## src/rtl/seg7_pkg.sv

```systemverilog
// seg7_pkg: shared constants and types for the 4-digit 7-segment scan driver.
// Segment vectors are ordered {g,f,e,d,c,b,a} and are active-low, so a 0 bit
// lights the corresponding segment on the common-anode display.
package seg7_pkg;

  // Number of multiplexed digits on the board.
  localparam int NUM_DIGITS = 4;

  // All segments off.
  localparam logic [6:0] SEG_BLANK = 7'h7F;

  // Hex glyphs, active-low {g,f,e,d,c,b,a}; b and d are lowercase so they
  // cannot be confused with 8 and 0.
  localparam logic [6:0] SEG_0 = 7'h40;
  localparam logic [6:0] SEG_1 = 7'h79;
  localparam logic [6:0] SEG_2 = 7'h24;
  localparam logic [6:0] SEG_3 = 7'h30;
  localparam logic [6:0] SEG_4 = 7'h19;
  localparam logic [6:0] SEG_5 = 7'h12;
  localparam logic [6:0] SEG_6 = 7'h02;
  localparam logic [6:0] SEG_7 = 7'h78;
  localparam logic [6:0] SEG_8 = 7'h00;
  localparam logic [6:0] SEG_9 = 7'h10;
  localparam logic [6:0] SEG_A = 7'h08;
  localparam logic [6:0] SEG_B = 7'h03;
  localparam logic [6:0] SEG_C = 7'h46;
  localparam logic [6:0] SEG_D = 7'h21;
  localparam logic [6:0] SEG_E = 7'h06;
  localparam logic [6:0] SEG_F = 7'h0E;

  // Index of the digit currently being scanned (0 = rightmost).
  typedef logic [1:0] digit_idx_t;

endpackage

```

## src/rtl/hex7seg.sv

```systemverilog
// hex7seg: purely combinational nibble to active-low 7-segment decoder.
// Output order is {g,f,e,d,c,b,a}.
module hex7seg
  import seg7_pkg::*;
(
  input  logic [3:0] nibble,
  output logic [6:0] seg
);

  // Map each hex value onto its glyph from the package table.
  always_comb begin
    seg = SEG_BLANK;
    case (nibble)
      4'h0: seg = SEG_0;
      4'h1: seg = SEG_1;
      4'h2: seg = SEG_2;
      4'h3: seg = SEG_3;
      4'h4: seg = SEG_4;
      4'h5: seg = SEG_5;
      4'h6: seg = SEG_6;
      4'h7: seg = SEG_7;
      4'h8: seg = SEG_8;
      4'h9: seg = SEG_9;
      4'hA: seg = SEG_A;
      4'hB: seg = SEG_B;
      4'hC: seg = SEG_C;
      4'hD: seg = SEG_D;
      4'hE: seg = SEG_E;
      4'hF: seg = SEG_F;
      default: seg = SEG_BLANK;
    endcase
  end

endmodule

```

## src/rtl/seg7_scan4.sv

```systemverilog
// seg7_scan4: time-multiplexed 4-digit hex display driver for a common-anode
// 7-segment display. Each digit owns a slot of REFRESH_DIV clocks; the first
// BLANK_CYC clocks of every slot keep all anodes off to avoid ghosting. The
// displayed count is captured once per full scan so all digits agree.
//
// Optional build macro:
//   SEG7_LEADING_ZERO_BLANK_EN - blank segments of leading-zero digits above
//   the most significant non-zero nibble (digit 0 is always shown). Blanked
//   digits still drive their anode and decimal point.
module seg7_scan4
  import seg7_pkg::*;
#(
  parameter int REFRESH_DIV = 100000,
  parameter int BLANK_CYC   = 16
) (
  input  logic        clk,
  input  logic        rst_n,
  input  logic        en,
  input  logic [15:0] value,
  input  logic [3:0]  dp_in,
  output logic [3:0]  an,
  output logic [6:0]  seg,
  output logic        dp,
  output logic        scan_done
);

  localparam int DIV_W = $clog2(REFRESH_DIV);
  localparam logic [DIV_W-1:0] DIV_LAST  = DIV_W'(REFRESH_DIV - 1);
  localparam logic [DIV_W-1:0] BLANK_LIM = DIV_W'(BLANK_CYC);
  localparam digit_idx_t       LAST_DIGIT = digit_idx_t'(NUM_DIGITS - 1);

  logic [DIV_W-1:0] div;
  digit_idx_t       idx;
  logic [15:0]      snap;
  logic             first;

  logic             div_wrap;
  logic             scan_wrap;
  logic [3:0]       cur_nibble;
  logic [6:0]       dec_seg;
  logic             lead_blank;

  logic [3:0]       an_nxt;
  logic [6:0]       seg_nxt;
  logic             dp_nxt;

  assign div_wrap  = (div == DIV_LAST);
  assign scan_wrap = div_wrap && (idx == LAST_DIGIT);

  // Slot divider, digit index and snapshot; everything freezes while en is low.
  always_ff @(posedge clk or negedge rst_n) begin
    if (!rst_n) begin
      div   <= '0;
      idx   <= '0;
      snap  <= '0;
      first <= 1'b1;
    end else if (en) begin
      if (div_wrap) begin
        div <= '0;
        idx <= idx + 1'b1;
      end else begin
        div <= div + 1'b1;
      end
      if (first) begin
        snap  <= value;
        first <= 1'b0;
      end else if (scan_wrap) begin
        snap <= value;
      end
    end
  end

  // One-cycle pulse for every end-of-scan reload; the initial load is silent.
  always_ff @(posedge clk or negedge rst_n) begin
    if (!rst_n) begin
      scan_done <= 1'b0;
    end else begin
      scan_done <= en && !first && scan_wrap;
    end
  end

  // Select the nibble belonging to the digit currently being scanned.
  always_comb begin
    cur_nibble = snap[{idx, 2'b00} +: 4];
  end

  hex7seg u_hex7seg (
    .nibble (cur_nibble),
    .seg    (dec_seg)
  );

`ifdef SEG7_LEADING_ZERO_BLANK_EN
  // Blank a digit when it and every nibble above it are zero; digit 0 never blanks.
  always_comb begin
    lead_blank = 1'b0;
    case (idx)
      2'd3:    lead_blank = (snap[15:12] == 4'h0);
      2'd2:    lead_blank = (snap[15:8]  == 8'h00);
      2'd1:    lead_blank = (snap[15:4]  == 12'h000);
      default: lead_blank = 1'b0;
    endcase
  end
`else
  // Every digit is always shown, leading zeros included.
  always_comb begin
    lead_blank = 1'b0;
  end
`endif

  // Next display drive: dark during the slot's blanking window or when disabled.
  always_comb begin
    an_nxt  = 4'b1111;
    seg_nxt = SEG_BLANK;
    dp_nxt  = 1'b1;
    if (en && (div >= BLANK_LIM)) begin
      an_nxt  = ~(4'b0001 << idx);
      seg_nxt = lead_blank ? SEG_BLANK : dec_seg;
      dp_nxt  = ~dp_in[idx];
    end
  end

  // Register the pin drive so the display sees glitch-free outputs.
  always_ff @(posedge clk or negedge rst_n) begin
    if (!rst_n) begin
      an  <= 4'b1111;
      seg <= SEG_BLANK;
      dp  <= 1'b1;
    end else begin
      an  <= an_nxt;
      seg <= seg_nxt;
      dp  <= dp_nxt;
    end
  end

endmodule

```

## config.mk

```make
export PLATFORM = sky130hd
export DESIGN_NAME = seg7_scan4
export DESIGN_NICKNAME = d
export VERILOG_FILES = /design/src/rtl/seg7_pkg.sv /design/src/rtl/hex7seg.sv /design/src/rtl/seg7_scan4.sv
export SDC_FILE = /design/constraint.sdc
export NUM_CORES = 1
export LEC_CHECK = 0
export CORE_MARGIN = 2
export CORE_UTILIZATION = 47
export CTS_CLUSTER_DIAMETER = 60
export DETAILED_ROUTE_END_ITERATION = 10
export PLACE_DENSITY_LB_ADDON = 0.2
export SLEW_MARGIN = 40
export SYNTH_ARGS = -nofsm -noshare
export SYNTH_HDL_FRONTEND = slang
export SYNTH_SLANG_ARGS = --single-unit
```

## constraint.sdc

```tcl
create_clock -name clk -period 2.27 [get_ports clk]
set_clock_uncertainty 0.2 [all_clocks]
set_input_delay 0.681 -clock clk [delete_from_list [all_inputs] [get_ports clk]]
set_output_delay 0.681 -clock clk [all_outputs]
set_load 0.1 [all_outputs]
```

==> results.sh <==
export IMPL_seq_area_um2=1240
export IMPL_dp_hpwl_mm=3.77
export IMPL_ant_nets=0
export IMPL_report_final_slew_viol_count=0
export IMPL_initial_core_util=0.495
export IMPL_clkPwrFrac=0.212
export IMPL_synth_top_area_frac=0.350
export IMPL_fin_total_pwr_uw=2420
export IMPL_syn_nets=241
export IMPL_drt_wirelength_per_cell_um=14.9
export IMPL_tightest_slew_ns=0.440
export IMPL_h_tree_depth=2
export IMPL_syn_area_per_cell_um2=12.5
export IMPL_drcViolationCount=0
export IMPL_grt_pass1_vias=1701
export IMPL_synth_area_top_cells="dfrtp_1 (35%), dfstp_2 (13%), ha_1 (5.8%)"
export IMPL_port_buffers=35
export IMPL_yosysWarnings=0
export IMPL_synth_cell_types=42
export IMPL_rsz0062_at_grt="no"
export IMPL_top_layer_used="met4"
export IMPL_insertion_delay_ns=0.29
export IMPL_via_count=1720
export IMPL_switching_share=0.358
export IMPL_fp_dieH_um=78.1
export IMPL_reg2reg_depth=6
export IMPL_status="completed"
export IMPL_path_buf_inv=3
export IMPL_p_leak_uw=0.00149
export IMPL_core_rowCount=26
export IMPL_groute_usage_overall=0.172
export IMPL_cts_sinks=49
export IMPL_ir_drop_uv=421
export IMPL_critPathMaxStageDelay_ns=0.33
export IMPL_cts_tree="built"
export IMPL_cp_arrival_ns=2.14
export IMPL_die_w_um=78.1
export IMPL_clock_path_buffers=2
export IMPL_synth_top_cells_by_count="dfrtp_1 (36), nand2_1 (16), dfstp_2 (13), nor2_1 (13), ha_1 (12)"
export IMPL_dr_wl_met2_mm=2.45
export IMPL_synth_most_common_cell="dfrtp_1"
export IMPL_synth_edf_count=0
export IMPL_drt_iter0_drc=104
export IMPL_worst_ep_required_time_ns=2.25
export IMPL_synth_seq_cells=49
export IMPL_hold_violations=0
export IMPL_min_path_type="in2async"
export IMPL_maxSlewHeadroom=0.707
export IMPL_wl_mm=4.93
export IMPL_worst_setup_path_start_kind="primary input"
export IMPL_yosys_area_top_type="dfrtp_1"
export IMPL_netlist_area_um2=2580
export IMPL_place_congestion=0.836
export IMPL_timing_final_crit_period_ns=2.17
export IMPL_path_cells="dlygate4sd2_1 > nand2_4 > or2_1 > o31ai_4 > buf_6 > buf_12 > mux2_2"
export IMPL_coreArea_um2=5200
export IMPL_endpoint_kind="flop"
export IMPL_grt_max_degree=22
export IMPL_switching_power_uw=866
export IMPL_antenna_found_initial=0
export IMPL_drv_cap=0
export IMPL_ys_flop_type="dfrtp_1"
export IMPL_fill_cells=412
export IMPL_p_int_uw=1550
export IMPL_critical_path_class="in2reg"
export IMPL_num_antenna_cells=0
export IMPL_power_share_combinational=0.331
export IMPL_via_per_inst=5.21
export IMPL_setup_violations=0
export IMPL_clkTransAtPathRegs_ns=0.09
export IMPL_overflow=0
export IMPL_io_pins=36
export IMPL_cp_num_cells=7
export IMPL_stdcell_area_um2=3360
export IMPL_powerDensity_nw_per_um2=719
export IMPL_multi_input_area_um2=1230
export IMPL_nNetsFinal=294
export IMPL_path_max_fanout=8
export IMPL_final_layout_size_suffix_gt1_frac=0.323
export IMPL_wl_met1_mm=2.27
export IMPL_wl_met3_um=161
export IMPL_grt_pass1_wl_mm=8.22
export IMPL_area_growth_pct=30.5
export IMPL_post_route_period_util=0.954
export IMPL_ys_async_sr_fraction=1.00
export IMPL_ys_seq_area_frac=0.482
export IMPL_fmax_mhz=462
export IMPL_power_frac_seq=0.456
export IMPL_crit_slowest_cell="mux2_2"
export IMPL_cpLargestDelayFamily="buffers and inverters"
export IMPL_cts_root_buffer="clkbuf_8"
export IMPL_netlist_instances=206
export IMPL_die_area_um2=6090
export IMPL_drt_first_pass_iters=4
export IMPL_place_area_um2=3240
export IMPL_numCtsBuffers=5
## per-layer routing
| metal | GRT usage | up-vias |
|---|---|---|
| met1 | 0.234 | 849 |
| met5 | 0 | - |
| met3 | 0.0333 | 5 |
| li1 | - | 835 |
| met4 | 0.0456 | 0 |
| met2 | 0.284 | 31 |
## power by group through the flow
stage               registers [µW]  clock network [µW]  logic, µW
floorplan                     1440                   0        149
global placement              1120                   0        795
detailed placement            1120                   0        808
CTS                           1100                 531        808
global route                  1120                 562        837
finish                        1100                 513        802
## flip-flops by register name (all words and copies together) (netlist names)
register,flops
div,17
snap,16
seg,7
an,4
idx,2
dp,1
first,1
scan_done,1
## cell type report
type / instances / share of cell area
Timing Repair Buffer: 55 / 0.200
Tap cell: 70 / 0.0260
Inverter: 10 / 0.0112
Multi-Input combinational cell: 138 / 0.367
Sequential cell: 49 / 0.369
Clock buffer: 8 / 0.0268
## what timing repair did
| action | 4_1_cts | 5_1_grt |
|---|---|---|
| setup buffers | 1 | 0 |
| endpoints found under the setup margin | 18 | 0 |
| hold buffers | 0 | 0 |
| gates resized for setup | 4 | 0 |
## cell families (layout without fill, tap and decap cells)
family | after synthesis | count (layout) | share of synthesized area
and+or+nand+nor | 57 | 57 | 0.124
DFF | 49 | 49 | 0.482
muxes | 35 | 35 | 0.184
buffers and inverters | 19 | 73 | 0.0393
AOI/OAI and AO/OA | 17 | 17 | 0.0549
xor gates and xnor gates | 17 | 17 | 0.0578
adders and majority gates | 12 | 12 | 0.0583
## cell usage in the layout, fill, tap and decap left out, types with 5 or more instances in the layout
cell and count:
inv_1 10, mux4_2 5, mux2i_1 11, ha_1 12
xnor2_1 10, clkdlybuf4s50_1 20, clkbuf_8 6, nand3_1 6
buf_4 16, dfrtp_1 36, xor2_1 7, mux2_4 10
dfstp_2 13, mux2_2 9, nor2_1 13, nand2_1 16
buf_12 15
## final timing paths
kind                                          start              endpoint  slack [ns]
worst max-delay path                             en  snap[10]$_DFFE_PN0P_        0.10
worst min register to register  snap[5]$_DFFE_PN0P_   snap[5]$_DFFE_PN0P_        0.31
worst max register to register  div[11]$_DFFE_PN0P_  snap[10]$_DFFE_PN0P_        0.10
min in group clk                snap[5]$_DFFE_PN0P_   snap[5]$_DFFE_PN0P_        0.31
max in group asynchronous                     rst_n      seg[5]$_DFF_PN1_        1.21
worst min-delay path                          rst_n   div[13]$_DFFE_PN0P_        0.12
## stage by stage
step	std cells	setup slack [ns]	util	hold slack, ns	TNS [ns]
floorplan	206	0.0404	-	0.185	0
global placement	320	-0.383	0.622	0.293	-8.40
detailed placement	320	-0.403	0.622	0.293	-8.65
CTS	330	0.120	0.646	0.128	0
global route	330	0.0189	0.646	0.138	0
finish	330	0.105	0.646	0.116	0
Note: power is estimated with default switching activity, not from simulation.
